===== src/rtl/eth_pkg.sv =====
// Shared Ethernet receive definitions: route classes, framing constants and a MAC byte helper.
package eth_pkg;

  typedef enum logic [1:0] {
    ROUTE_DROP = 2'd0,
    ROUTE_ARP  = 2'd1,
    ROUTE_UDP  = 2'd2
  } route_e;

  localparam logic [7:0]  ETH_PREAMBLE  = 8'h55;
  localparam logic [7:0]  ETH_SFD       = 8'hD5;
  localparam int unsigned ETH_HDR_LEN   = 22;
  localparam logic [15:0] ETHERTYPE_ARP = 16'h0806;
  localparam logic [15:0] ETHERTYPE_IP  = 16'h0800;

  // Byte idx of a MAC in wire order (idx 0 is the most significant byte).
  function automatic logic [7:0] mac_byte(input logic [47:0] mac, input logic [2:0] idx);
    logic [47:0] sh;
    sh = mac << (int'(idx) * 8);
    return sh[47:40];
  endfunction

endpackage


===== src/rtl/route_fifo.sv =====
// Small synchronous FIFO holding one route decision per frame in flight.
module route_fifo #(
  parameter int unsigned Width = 2,
  parameter int unsigned Depth = 4
) (
  input  logic             clk,
  input  logic             rst_n,
  input  logic             push,
  input  logic [Width-1:0] wdata,
  input  logic             pop,
  output logic [Width-1:0] rdata,
  output logic             full,
  output logic             empty
);

  localparam int unsigned Aw = (Depth > 1) ? $clog2(Depth) : 1;

  logic [Width-1:0] mem_q [Depth];
  logic [Aw:0]      wr_ptr_q, rd_ptr_q;

  assign empty = (wr_ptr_q == rd_ptr_q);
  assign full  = (wr_ptr_q[Aw] != rd_ptr_q[Aw]) && (wr_ptr_q[Aw-1:0] == rd_ptr_q[Aw-1:0]);
  assign rdata = mem_q[rd_ptr_q[Aw-1:0]];

  always_ff @(posedge clk or negedge rst_n) begin
    if (!rst_n) begin
      wr_ptr_q <= '0;
      rd_ptr_q <= '0;
      for (int i = 0; i < Depth; i++) mem_q[i] <= '0;
    end else begin
      if (push && !full) begin
        mem_q[wr_ptr_q[Aw-1:0]] <= wdata;
        wr_ptr_q                <= wr_ptr_q + 1'b1;
      end
      if (pop && !empty) rd_ptr_q <= rd_ptr_q + 1'b1;
    end
  end

endmodule


===== src/rtl/eth_rx_dispatch.sv =====
// GMII receive dispatcher: classifies each frame and forwards it unmodified to ARP or UDP.
// Optional per-class frame counters are built when RX_STAT_EN is defined.
module eth_rx_dispatch
  import eth_pkg::*;
#(
  parameter logic [47:0] BOARD_MAC    = 48'h00_11_22_33_44_55,
  parameter logic [15:0] ETH_TYPE_ARP = ETHERTYPE_ARP,
  parameter logic [15:0] ETH_TYPE_IP  = ETHERTYPE_IP,
  parameter int unsigned DLY          = ETH_HDR_LEN,
  parameter int unsigned RQ_DEPTH     = 4
) (
  input  logic        clk,
  input  logic        rst_n,
  input  logic        gmii_rx_dv,
  input  logic [7:0]  gmii_rxd,
  output logic        arp_gmii_rx_dv,
  output logic [7:0]  arp_gmii_rxd,
  output logic        udp_gmii_rx_dv,
  output logic [7:0]  udp_gmii_rxd,
  output logic        frame_drop
`ifdef RX_STAT_EN
  ,
  output logic [15:0] arp_frame_cnt,
  output logic [15:0] udp_frame_cnt,
  output logic [15:0] drop_frame_cnt
`endif
);

  localparam logic [5:0] LastHdrIdx = 6'(ETH_HDR_LEN - 1);
  localparam logic [5:0] TypeHiIdx  = 6'(ETH_HDR_LEN - 2);

  logic [8:0] dly_q [DLY];
  logic [5:0] bcnt_q;
  logic       pre_ok_q, ucast_q, bcast_q;
  logic       pre_ok_d, ucast_d, bcast_d;
  logic [7:0] type_hi_q;
  logic       tail_last_q;
  logic       first, in_hdr, is_dst, byte_pre_ok;
  logic [7:0] mac_exp;
  route_e     push_route;
  logic       push, pop, full, empty;
  logic [1:0] head;
  logic       tail_dv;
  logic [7:0] tail_data;
  logic       arp_sel, udp_sel;

  // Unicast and broadcast matches are tracked separately so a mixed address cannot pass.
  always_comb begin
    first  = (bcnt_q == 6'd0);
    in_hdr = gmii_rx_dv && (bcnt_q <= LastHdrIdx);
    is_dst = (bcnt_q >= 6'd8) && (bcnt_q <= 6'd13);
    mac_exp = mac_byte(BOARD_MAC, 3'(bcnt_q - 6'd8));
    if (bcnt_q < 6'd7)       byte_pre_ok = (gmii_rxd == ETH_PREAMBLE);
    else if (bcnt_q == 6'd7) byte_pre_ok = (gmii_rxd == ETH_SFD);
    else                     byte_pre_ok = 1'b1;
    pre_ok_d = (first | pre_ok_q) & byte_pre_ok;
    ucast_d  = (first | ucast_q) & (~is_dst | (gmii_rxd == mac_exp));
    bcast_d  = (first | bcast_q) & (~is_dst | (gmii_rxd == 8'hFF));

    push       = 1'b0;
    push_route = ROUTE_DROP;
    if (gmii_rx_dv && (bcnt_q == LastHdrIdx)) begin
      push = 1'b1;
      if (pre_ok_d && (ucast_d || bcast_d)) begin
        if ({type_hi_q, gmii_rxd} == ETH_TYPE_ARP)     push_route = ROUTE_ARP;
        else if ({type_hi_q, gmii_rxd} == ETH_TYPE_IP) push_route = ROUTE_UDP;
      end
    end else if (!gmii_rx_dv && !first && (bcnt_q <= LastHdrIdx)) begin
      push = 1'b1;  // runt frame ended before the decision byte
    end
  end

  always_ff @(posedge clk or negedge rst_n) begin
    if (!rst_n) begin
      bcnt_q    <= '0;
      pre_ok_q  <= 1'b0;
      ucast_q   <= 1'b0;
      bcast_q   <= 1'b0;
      type_hi_q <= '0;
    end else begin
      if (gmii_rx_dv) bcnt_q <= (bcnt_q == 6'd63) ? bcnt_q : bcnt_q + 6'd1;
      else            bcnt_q <= '0;
      if (in_hdr) begin
        pre_ok_q <= pre_ok_d;
        ucast_q  <= ucast_d;
        bcast_q  <= bcast_d;
      end
      if (gmii_rx_dv && (bcnt_q == TypeHiIdx)) type_hi_q <= gmii_rxd;
    end
  end

  always_ff @(posedge clk or negedge rst_n) begin
    if (!rst_n) begin
      for (int i = 0; i < DLY; i++) dly_q[i] <= '0;
    end else begin
      dly_q[0] <= {gmii_rx_dv, gmii_rxd};
      for (int i = 1; i < DLY; i++) dly_q[i] <= dly_q[i-1];
    end
  end

  route_fifo #(
    .Width(2),
    .Depth(RQ_DEPTH)
  ) u_route_fifo (
    .clk  (clk),
    .rst_n(rst_n),
    .push (push),
    .wdata(push_route),
    .pop  (pop),
    .rdata(head),
    .full (full),
    .empty(empty)
  );

  assign tail_dv   = dly_q[DLY-1][8];
  assign tail_data = dly_q[DLY-1][7:0];
  assign pop       = tail_last_q & ~tail_dv & ~empty;
  assign arp_sel   = tail_dv & ~empty & (head == ROUTE_ARP);
  assign udp_sel   = tail_dv & ~empty & (head == ROUTE_UDP);

  always_ff @(posedge clk or negedge rst_n) begin
    if (!rst_n) begin
      tail_last_q    <= 1'b0;
      arp_gmii_rx_dv <= 1'b0;
      arp_gmii_rxd   <= '0;
      udp_gmii_rx_dv <= 1'b0;
      udp_gmii_rxd   <= '0;
      frame_drop     <= 1'b0;
    end else begin
      tail_last_q    <= tail_dv;
      arp_gmii_rx_dv <= arp_sel;
      arp_gmii_rxd   <= arp_sel ? tail_data : 8'h00;
      udp_gmii_rx_dv <= udp_sel;
      udp_gmii_rxd   <= udp_sel ? tail_data : 8'h00;
      frame_drop     <= (pop && (head == ROUTE_DROP)) || (push && full);
    end
  end

`ifdef RX_STAT_EN
  always_ff @(posedge clk or negedge rst_n) begin
    if (!rst_n) begin
      arp_frame_cnt  <= '0;
      udp_frame_cnt  <= '0;
      drop_frame_cnt <= '0;
    end else if (pop) begin
      if ((head == ROUTE_ARP) && (arp_frame_cnt != 16'hFFFF))
        arp_frame_cnt <= arp_frame_cnt + 16'd1;
      if ((head == ROUTE_UDP) && (udp_frame_cnt != 16'hFFFF))
        udp_frame_cnt <= udp_frame_cnt + 16'd1;
      if ((head == ROUTE_DROP) && (drop_frame_cnt != 16'hFFFF))
        drop_frame_cnt <= drop_frame_cnt + 16'd1;
    end
  end
`endif

endmodule

===== config.mk =====
export PLATFORM = sky130hd
export DESIGN_NAME = eth_rx_dispatch
export DESIGN_NICKNAME = d
export VERILOG_FILES = /design/src/rtl/eth_pkg.sv /design/src/rtl/route_fifo.sv /design/src/rtl/eth_rx_dispatch.sv
export SDC_FILE = /design/constraint.sdc
export NUM_CORES = 1
export LEC_CHECK = 0
export BUFFER_PORTS_ARGS = -buffer_cell sky130_fd_sc_hd__clkbuf_2
export CAP_MARGIN = 20
export CORE_MARGIN = 2
export CORE_UTILIZATION = 54
export DETAILED_ROUTE_END_ITERATION = 8
export PLACE_DENSITY = 0.74
export SKIP_CTS_REPAIR_TIMING = 1
export SYNTH_ARGS = -nofsm -noshare
export SYNTH_HDL_FRONTEND = slang
export SYNTH_SLANG_ARGS = --single-unit

===== constraint.sdc =====
create_clock -name clk -period 1.9 [get_ports clk]
set_input_delay 0 -clock clk [delete_from_list [all_inputs] [get_ports clk]]
set_output_delay 0 -clock clk [all_outputs]
set_load 0.01 [all_outputs]

==> results of run 1 <==
==> where the power goes <==
| group | total, mW | leakage [nW] | switching [mW] | internal (mW) |
|---|---|---|---|---|
| clock | 4.87 | 0.405 | 1.96 | 2.92 |
| combinational | 0.823 | 0.746 | 0.476 | 0.347 |
| sequential | 5.80 | 2.99 | 0.200 | 5.60 |
| total | 11.5 | 4.14 | 2.63 | 8.86 |
==> flip-flops by register name (all words and copies together), names as in the netlist <==
signal,count
type_hi_q,8
u_route_fifo.rd_ptr_q,3
udp_gmii_rxd,8
bcnt_q,6
frame_drop,1
ucast_q,1
dly_q,198
u_route_fifo.mem_q,8
pre_ok_q,1
tail_last_q,1
u_route_fifo.wr_ptr_q,3
arp_gmii_rx_dv,1
arp_gmii_rxd,8
bcast_q,1
udp_gmii_rx_dv,1
==> layout by cell type (no fill, tap or decap), types with 5 or more instances in the layout <==
cell type and instances:
and2_1 18, buf_4 17, clkbuf_1 5, clkbuf_16 24
clkbuf_2 28, dfrtp_1 249, dlygate4sd3_1 10, ha_1 5
inv_1 7, mux2_2 10, nand2_1 7, nand4_1 11
nor2_1 11, o31ai_2 5, xnor2_1 7
==> logic make-up (layout without fill, tap and decap cells) <==
group	count (synthesis)	count (layout)	share of synthesized area, %
AOI/OAI and AO/OA	33	33	3.28
xor gates and xnor gates	9	9	1.06
DFF	249	249	84.1
muxes	15	15	2.55
buffers and inverters	14	114	1.06
adders and majority gates	8	8	1.35
and+or+nand+nor	80	80	6.56
==> routing by layer <==
metal,track usage [%],routed length [um],vias to the layer above
li1,-,-,1538
met1,22.9,4930,1817
met2,29.3,6430,75
met3,2.82,365,17
met4,4.80,285,0
met5,0,0,-
==> cell type report <==
type	instances	area share, %
clock buffers	33	7.44
repair buffers	63	5.38
flip-flops and latches	249	68.7
clock inverters	10	1.72
inverters	8	0.331
well taps	176	2.43
multi-input cells	145	14.0
==> through the flow <==
step | cell area, sq um | setup WS (ns) | util [%] | TNS [ns]
detailed placement | 7930 | -0.297 | 59.6 | -1.90
floorplan | 7430 | -0.0964 | - | -0.152
CTS | 8760 | -0.357 | 65.9 | -2.38
global route | 9070 | -0.290 | 68.2 | -2.62
finish | 9070 | -0.224 | 68.2 | -1.65
global placement | 7930 | -0.0872 | 59.6 | -0.476
==> final timing paths <==
kind                                  start                     to  slack (ns)  cells past startpoint
max in group asynchronous             rst_n           type_hi_q[2]        1.09                      3
worst max register to register    bcnt_q[0]  u_route_fifo.mem_q[5]       -0.22                      7
worst min-delay path                  rst_n               dly_q[6]        0.07                      2
min in group clk                gmii_rxd[3]             dly_q[192]        0.23                      2
worst max-delay path              bcnt_q[0]  u_route_fifo.mem_q[5]       -0.22                      7
worst min register to register   dly_q[190]             dly_q[181]        0.34                      0
==> impl_metrics.toml, run 1 <==
[outcome]
status = "finished, violations left"
violations = "setup timing"

[die]
num_rows = 42
die-width_um = 121
coreArea_sq_um = 13300
io_pins = 30
dieHeight_um = 121
start_util_pct = 55.7
dieArea_sq_um = 14700

[global_route]
antenna_found_initial = 0
grt_max_degree = 82
first_global_vias = 3777
grt_pass1_wl_um = 19400
grt_usage_pct = 17.1
grt_overflow = 0

[synth]
syn_inst = 408
synth_edf_count = 0
yosys.area.top_type_share_pct = 84.1
syn_area_sq_um = 7410
async_flop_share_pct = 100
netlist_top_cells_area = "dfrtp_1 84%, mux2_2 1.7%, and2_1 1.5%"
synth_commonest_cells = "249 x dfrtp_1, 18 x and2_1, 11 x mux2_2, 11 x nand4_1, 11 x nor2_1"
ys_seq_area_share_pct = 84.1
syn_nets = 427
yosysWarnings = 0
synth_most_common_cell = "dfrtp_1"
ys_ff_latch = 249
avgSynthCellArea_sq_um = 18.2
synth_top_area_cell = "dfrtp_1"
synth_cell_types = 49
synthFlopType = "dfrtp_1"

[routing]
vias = 3447
dr.pass1.iters = 4
ant_nets = 0
via_per_inst = 5.04
wl_per_cell_um = 17.6
finalWirelength_um = 12000
detail_route.iter0.violations = 264
drcViolationCount = 0

[timing]
fin_ws_ns = -0.224
finalMaxSlewViolations = 0
min_period_ns = 2.12
setup_violations = 13
hold_slack_ns = 0.0652
worst_pin_slew_ns = 0.588
hold_viol_final = 0
max_freq_mhz = 471
slew-limit-headroom_pct = 60.8
rsz0062_at_grt = "yes"
clock_skew_ns = 0.00824
period_share_pct = 112

[place]
io_buffers = 29
hpwl_um = 6160
gp_congestion = 0.809
placedCellCount = 625

[worst_setup_path]
crit_family = "compound AO/OA/AOI/OAI gates"
max_stage_delay_ns = 0.48
startpoint_type = "flop"
cp-end-kind = "flop"
path_max_fanout = 5
crit_type = "flop to flop"
cp_cell_sequence = "inv_1 > ha_2 > and3b_4 > o41a_1 > buf_6 > or2_4 > o31ai_2"
cp_slowest_cell = "o41a_1"
critical_path_buf_inv_count = 2
cp_data_required_time_ns = 2.29
crit_arrival_ns = 2.52

[pwr]
power.density_nw_per_um2 = 1270
power.leakage_nw = 4.14
p_total_mw = 11.5
vdd_drop_max_v = 0.000961

[cts]
cts.sinks = 249
htree_num_levels = 1
cts-root-buf = "clkbuf_16"
cts_buffers = 24
cts_tree = "built"
worstSkewPairLatency_ns = 0.51
clk_pin_slew_ns = 0.06
clockBufferDepth = 3

[finish]
drive_above_1_share_pct = 27.2
final_cells = 684
final_nets = 510
multiInputGateArea_sq_um = 1270
fill_cells = 831
seqCellArea_sq_um = 6230
area_growth_syn_to_layout_pct = 22.5
antenna_cells = 0

[hold_path]
hp-class = "input port to asynchronous set/reset pin"

[run]
max-cap-violations = 0
No activity file was read; power rests on OpenSTA's default activity.
==> inputs of run 2 (changes only) <==
--- a/config.mk
+++ b/config.mk
@@ -11,6 +11,7 @@
 export CORE_UTILIZATION = 54
 export DETAILED_ROUTE_END_ITERATION = 8
 export PLACE_DENSITY = 0.74
+export SETUP_SLACK_MARGIN = 0.3
 export SKIP_CTS_REPAIR_TIMING = 1
 export SYNTH_ARGS = -nofsm -noshare
 export SYNTH_HDL_FRONTEND = slang
==> run 2 against run 1 <==
  * Sequential share of layout area decreased by 1.3 points
  * Sequential cell count unchanged
  * Global-route usage down 0.32 points
  * Final cell count up 0.88%
  * The flow still finishes with violations (setup timing)
  * Count of clock-buffer cells in the layout decreased by 4
==> impl_metrics.toml, run 2 (synthesized netlist as in run 1, its figures left out) <==
[place]
post_dp_cell_area_sq_um = 7900
placedCellCount = 623
hpwl_um = 6220
io_buffers = 29
gp_congestion = 0.770

[routing]
finalWirelength_um = 12300
vias = 3530
dr.pass1.iters = 4
via_per_inst = 5.12
detail_route.iter0.violations = 224
ant_nets = 0
drcViolationCount = 0
wl_per_cell_um = 17.8

[finish]
fill_cells = 830
layout_common_cells = "247 x dfrtp_1, 28 x clkbuf_2, 23 x clkbuf_16, 23 x buf_4, 17 x and2_4"
regMostFlops = "dly_q"
final_nets = 518
layout_commonest_cell = "dfrtp_1"
design_area_sq_um = 9250
drive_above_1_share_pct = 31.3
antenna_cells = 0
area_growth_syn_to_layout_pct = 24.9
largest_reg_flops = 198
final_cells = 690

[global_route]
grt_usage_pct = 16.8
antenna_found_initial = 0
grt_overflow = 0
grt_max_degree = 65
grt_pass1_wl_um = 19200
first_global_vias = 3763

[outcome]
status = "finished, violations left"
violations = "setup timing"

[die]
io_pins = 30
dieArea_sq_um = 14700
num_rows = 42
start_util_pct = 55.7
coreArea_sq_um = 13300
dieHeight_um = 121
die-width_um = 121

[pwr]
clkPwrFrac_pct = 42.8
p_total_mw = 11.7
seq_power_share_pct = 49.5
power.density_nw_per_um2 = 1260
combPwrFrac_pct = 7.7
power.leakage_nw = 4.22
p_sw_share_pct = 21.6
switchingPower_mw = 2.52
vdd_drop_max_v = 0.000832
power.internal_mw = 9.15

[worst_setup_path]
crit_family = "compound AO/OA/AOI/OAI gates"
cp_data_required_time_ns = 2.29
cp_slowest_cell = "o41a_1"
cp-end-kind = "flop"
crit_type = "flop to flop"
ff2ff_path_depth = 7
path_max_fanout = 7
crit_arrival_ns = 2.57
startpoint_type = "flop"
critical_path_buf_inv_count = 2
max_stage_delay_ns = 0.53
crit_cells = 7
cp_cell_sequence = "inv_2 > ha_4 > and3b_4 > o41a_1 > buf_4 > or2_4 > o31ai_4"

[timing]
slew-limit-headroom_pct = 68.7
min_period_ns = 2.18
fin_ws_ns = -0.281
period_share_pct = 115
clock_skew_ns = 0.00634
hold_viol_final = 0
max_freq_mhz = 459
finalMaxSlewViolations = 0
rsz0062_at_grt = "yes"
worst_pin_slew_ns = 0.465
setup_violations = 13

[cts]
htree_num_levels = 1
cts_buffers = 23
cts-root-buf = "clkbuf_16"
worstSkewPairLatency_ns = 0.49
cts.sinks = 249
clk_pin_slew_ns = 0.07
clockBufferDepth = 3
cts_tree = "built"

[hold_path]
hp-class = "input port to asynchronous set/reset pin"

[run]
max-cap-violations = 0
## run 2: path summary, 6_finish.rpt
| check | from | to | slack (ns) |
|---|---|---|---|
| setup / recovery | bcnt_q[0] | u_route_fifo.mem_q[5] | -0.28 |
| hold / removal | rst_n | arp_gmii_rxd[2] | 0.02 |
| setup reg to reg | bcnt_q[0] | u_route_fifo.mem_q[5] | -0.28 |
| hold reg to reg | dly_q[187] | dly_q[178] | 0.34 |
| max in group asynchronous | rst_n | type_hi_q[1] | 1.13 |
| min in group clk | gmii_rxd[1] | u_route_fifo.mem_q[6] | 0.06 |
## run 2: power groups by stage
stage	Combinational (mW)	Clock, mW	Sequential (mW)
after floorplan	0.413	0	5.82
after global placement	0.636	0	5.85
after detailed placement	0.678	0	5.87
after CTS	0.692	5.12	5.78
after global routing	0.992	5.36	5.81
final	0.897	4.99	5.78
## run 2: layout make-up
cell class	instances	area, sq um	share of cell area (%)
well taps	176	220	2.38
repair buffers	72	567	6.13
clock buffers	29	628	6.79
multi-input cells	145	1360	14.7
inverters	8	30.0	0.325
flip-flops and latches	249	6230	67.4
clock inverters	11	209	2.26
## run 2: per-layer routing
layer	wire (um)	track usage, %	part of all wire (%)	vias up
met2	6460	27.1	53	91
li1	-	-	-	1555
met5	0	0	0	-
met3	459	3.24	3.7	29
met1	4920	23.0	40	1855
met4	442	6.32	3.6	0
## run 2: worst register-to-register path, cell delays in order, from the launching register on
cell	delay [ns]
dfrtp_2	0.42
inv_2	0.06
ha_4	0.16
and3b_4	0.19
o41a_1	0.53
buf_4	0.19
or2_4	0.26
o31ai_4	0.26
## run 2: per-stage QoR
step | setup TNS (ns) | hold slack (ns) | util [%] | setup WS, ns
after floorplan | -0.152 | -0.296 | - | -0.0964
after global placement | -0.429 | -0.0668 | 59.4 | -0.166
after detailed placement | -1.51 | -0.0465 | 59.4 | -0.271
after CTS | -2.47 | -0.572 | 65.7 | -0.308
after global routing | -3.08 | 0.0445 | 69.6 | -0.331
final | -2.32 | 0.0228 | 69.6 | -0.281
==> inputs of run 3 (changes only) <==
--- a/config.mk
+++ b/config.mk
@@ -10,9 +10,10 @@
 export CORE_MARGIN = 2
 export CORE_UTILIZATION = 54
 export DETAILED_ROUTE_END_ITERATION = 8
-export PLACE_DENSITY = 0.74
+export PLACE_DENSITY = 0.81
 export SETUP_SLACK_MARGIN = 0.3
 export SKIP_CTS_REPAIR_TIMING = 1
+export SLEW_MARGIN = 0
 export SYNTH_ARGS = -nofsm -noshare
 export SYNTH_HDL_FRONTEND = slang
 export SYNTH_SLANG_ARGS = --single-unit
==> run 3 against run 2 <==
  * The flow still finishes with violations (setup timing)
  * Routed wire length down 2.8%
  * Sequential cell count stayed put
  * Critical path type unchanged
  * Largest power group unchanged
  * Register-to-register slack better by 0.098 ns
  * Sequential share of layout area increased by 0.79 points
  * Die area is the same
  * Sequential power barely moved
  * Clock power fell by 4.2%
  * Non-clock buffer count decreased by 4
  * Utilization down 0.79 points
  * Final cell count is 0.29% lower
==> impl_metrics.toml, run 3 (synthesized netlist as in run 1, its figures left out) <==
[outcome]
status = "finished, violations left"
violations = "setup timing"

[die]
die-width_um = 121
start_util_pct = 55.7
coreArea_sq_um = 13300
dieHeight_um = 121
io_pins = 30
dieArea_sq_um = 14700
num_rows = 42

[global_route]
antenna_found_initial = 0
grt_overflow = 0
grt_max_degree = 76
grt_pass1_wl_um = 19000
first_global_vias = 3801
grt_usage_pct = 16.6

[place]
hpwl_um = 6270
placedCellCount = 624
gp_congestion = 0.847
io_buffers = 29

[worst_setup_path]
max_stage_delay_ns = 0.49
cp_data_required_time_ns = 2.25
crit_arrival_ns = 2.44
crit_family = "compound AO/OA/AOI/OAI gates"
startpoint_type = "flop"
crit_type = "flop to flop"
path_max_fanout = 7
cp_slowest_cell = "o41a_1"
cp_cell_sequence = "inv_2 > ha_4 > and3b_4 > o41a_1 > buf_4 > o21ai_0 > o31ai_2"
cp-end-kind = "flop"
critical_path_buf_inv_count = 2

[timing]
setup_total_negative_slack_ns = -1.17
clock_skew_ns = 0.0124
finalMaxSlewViolations = 0
max_freq_mhz = 480
slew-limit-headroom_pct = 62.8
rsz0062_at_grt = "yes"
hold_slack_ns = 0.0721
fin_ws_ns = -0.183
period_share_pct = 110
hold_viol_final = 0
worst_pin_slew_ns = 0.558
min_period_ns = 2.08
setup_violations = 11

[routing]
drcViolationCount = 0
ant_nets = 0
dr.pass1.iters = 4
wl_met2_um = 6420
via_per_inst = 5.17
vias = 3559
wl_per_cell_um = 17.4
top_layer = "met4"
met1Wirelength_um = 4690
finalWirelength_um = 11900
wl_met3_um = 457
detail_route.iter0.violations = 279

[finish]
area_growth_syn_to_layout_pct = 23.5
layout_commonest_cell = "dfrtp_1"
seqCellArea_sq_um = 6230
layout_common_cells = "246 x dfrtp_1, 28 x clkbuf_2, 23 x clkbuf_16, 19 x buf_4, 16 x and2_4"
antenna_cells = 0
multiInputGateArea_sq_um = 1320
regMostFlops = "dly_q"
largest_reg_flops = 198
fill_cells = 799
final_cells = 688
final_nets = 514
drive_above_1_share_pct = 30.5

[pwr]
vdd_drop_max_v = 0.000783
power.leakage_nw = 4.17
power.density_nw_per_um2 = 1250

[run]
max-cap-violations = 0

[cts]
cts.sinks = 249
htree_num_levels = 1
cts-root-buf = "clkbuf_16"
clockBufferDepth = 3
cts_tree = "built"
cts_buffers = 23
clk_pin_slew_ns = 0.06
worstSkewPairLatency_ns = 0.50

[hold_path]
hp-class = "input port to asynchronous set/reset pin"
[run 3: final timing paths]
check	startpoint	to	slack, ns	depth (start not counted)
max	bcnt_q[0]	u_route_fifo.mem_q[7]	-0.18	7
min	rst_n	arp_gmii_rxd[7]	0.07	2
max reg2reg	bcnt_q[0]	u_route_fifo.mem_q[7]	-0.18	7
min reg2reg	dly_q[149]	dly_q[140]	0.34	0
max in group asynchronous	rst_n	dly_q[160]	1.07	3
min in group clk	gmii_rxd[5]	bcast_q	0.13	4
[run 3: layout make-up]
type	instances	area share, %
tap	176	2.41
clock inverter	7	1.27
timing repair buffer	68	5.84
clock buffer	35	7.55
inverter	8	0.328
multi-input combinational	145	14.4
sequential	249	68.2
[run 3: through the flow]
step                util, %  area (sq um)  total power [mW]  worst slack [ns]
floorplan                 -          7430              6.24           -0.0964
global placement       59.6          7920              6.48           -0.0972
detailed placement     59.6          7920              6.56            -0.161
CTS                    65.7          8730              11.4            -0.201
global route           68.8          9140              11.8            -0.243
finish                 68.8          9140              11.4            -0.183
[run 3: per-layer routing]
| metal | GRT usage [%] | vias to the layer above |
|---|---|---|
| met5 | 0 | - |
| met4 | 6.40 | 0 |
| met3 | 2.44 | 34 |
| met2 | 28.1 | 95 |
| met1 | 22.0 | 1886 |
| li1 | - | 1544 |
[run 3: where the power goes]
part / switching [mW] / internal (mW)
registers: 0.193 / 5.60
clock network: 1.86 / 2.92
logic: 0.477 / 0.347
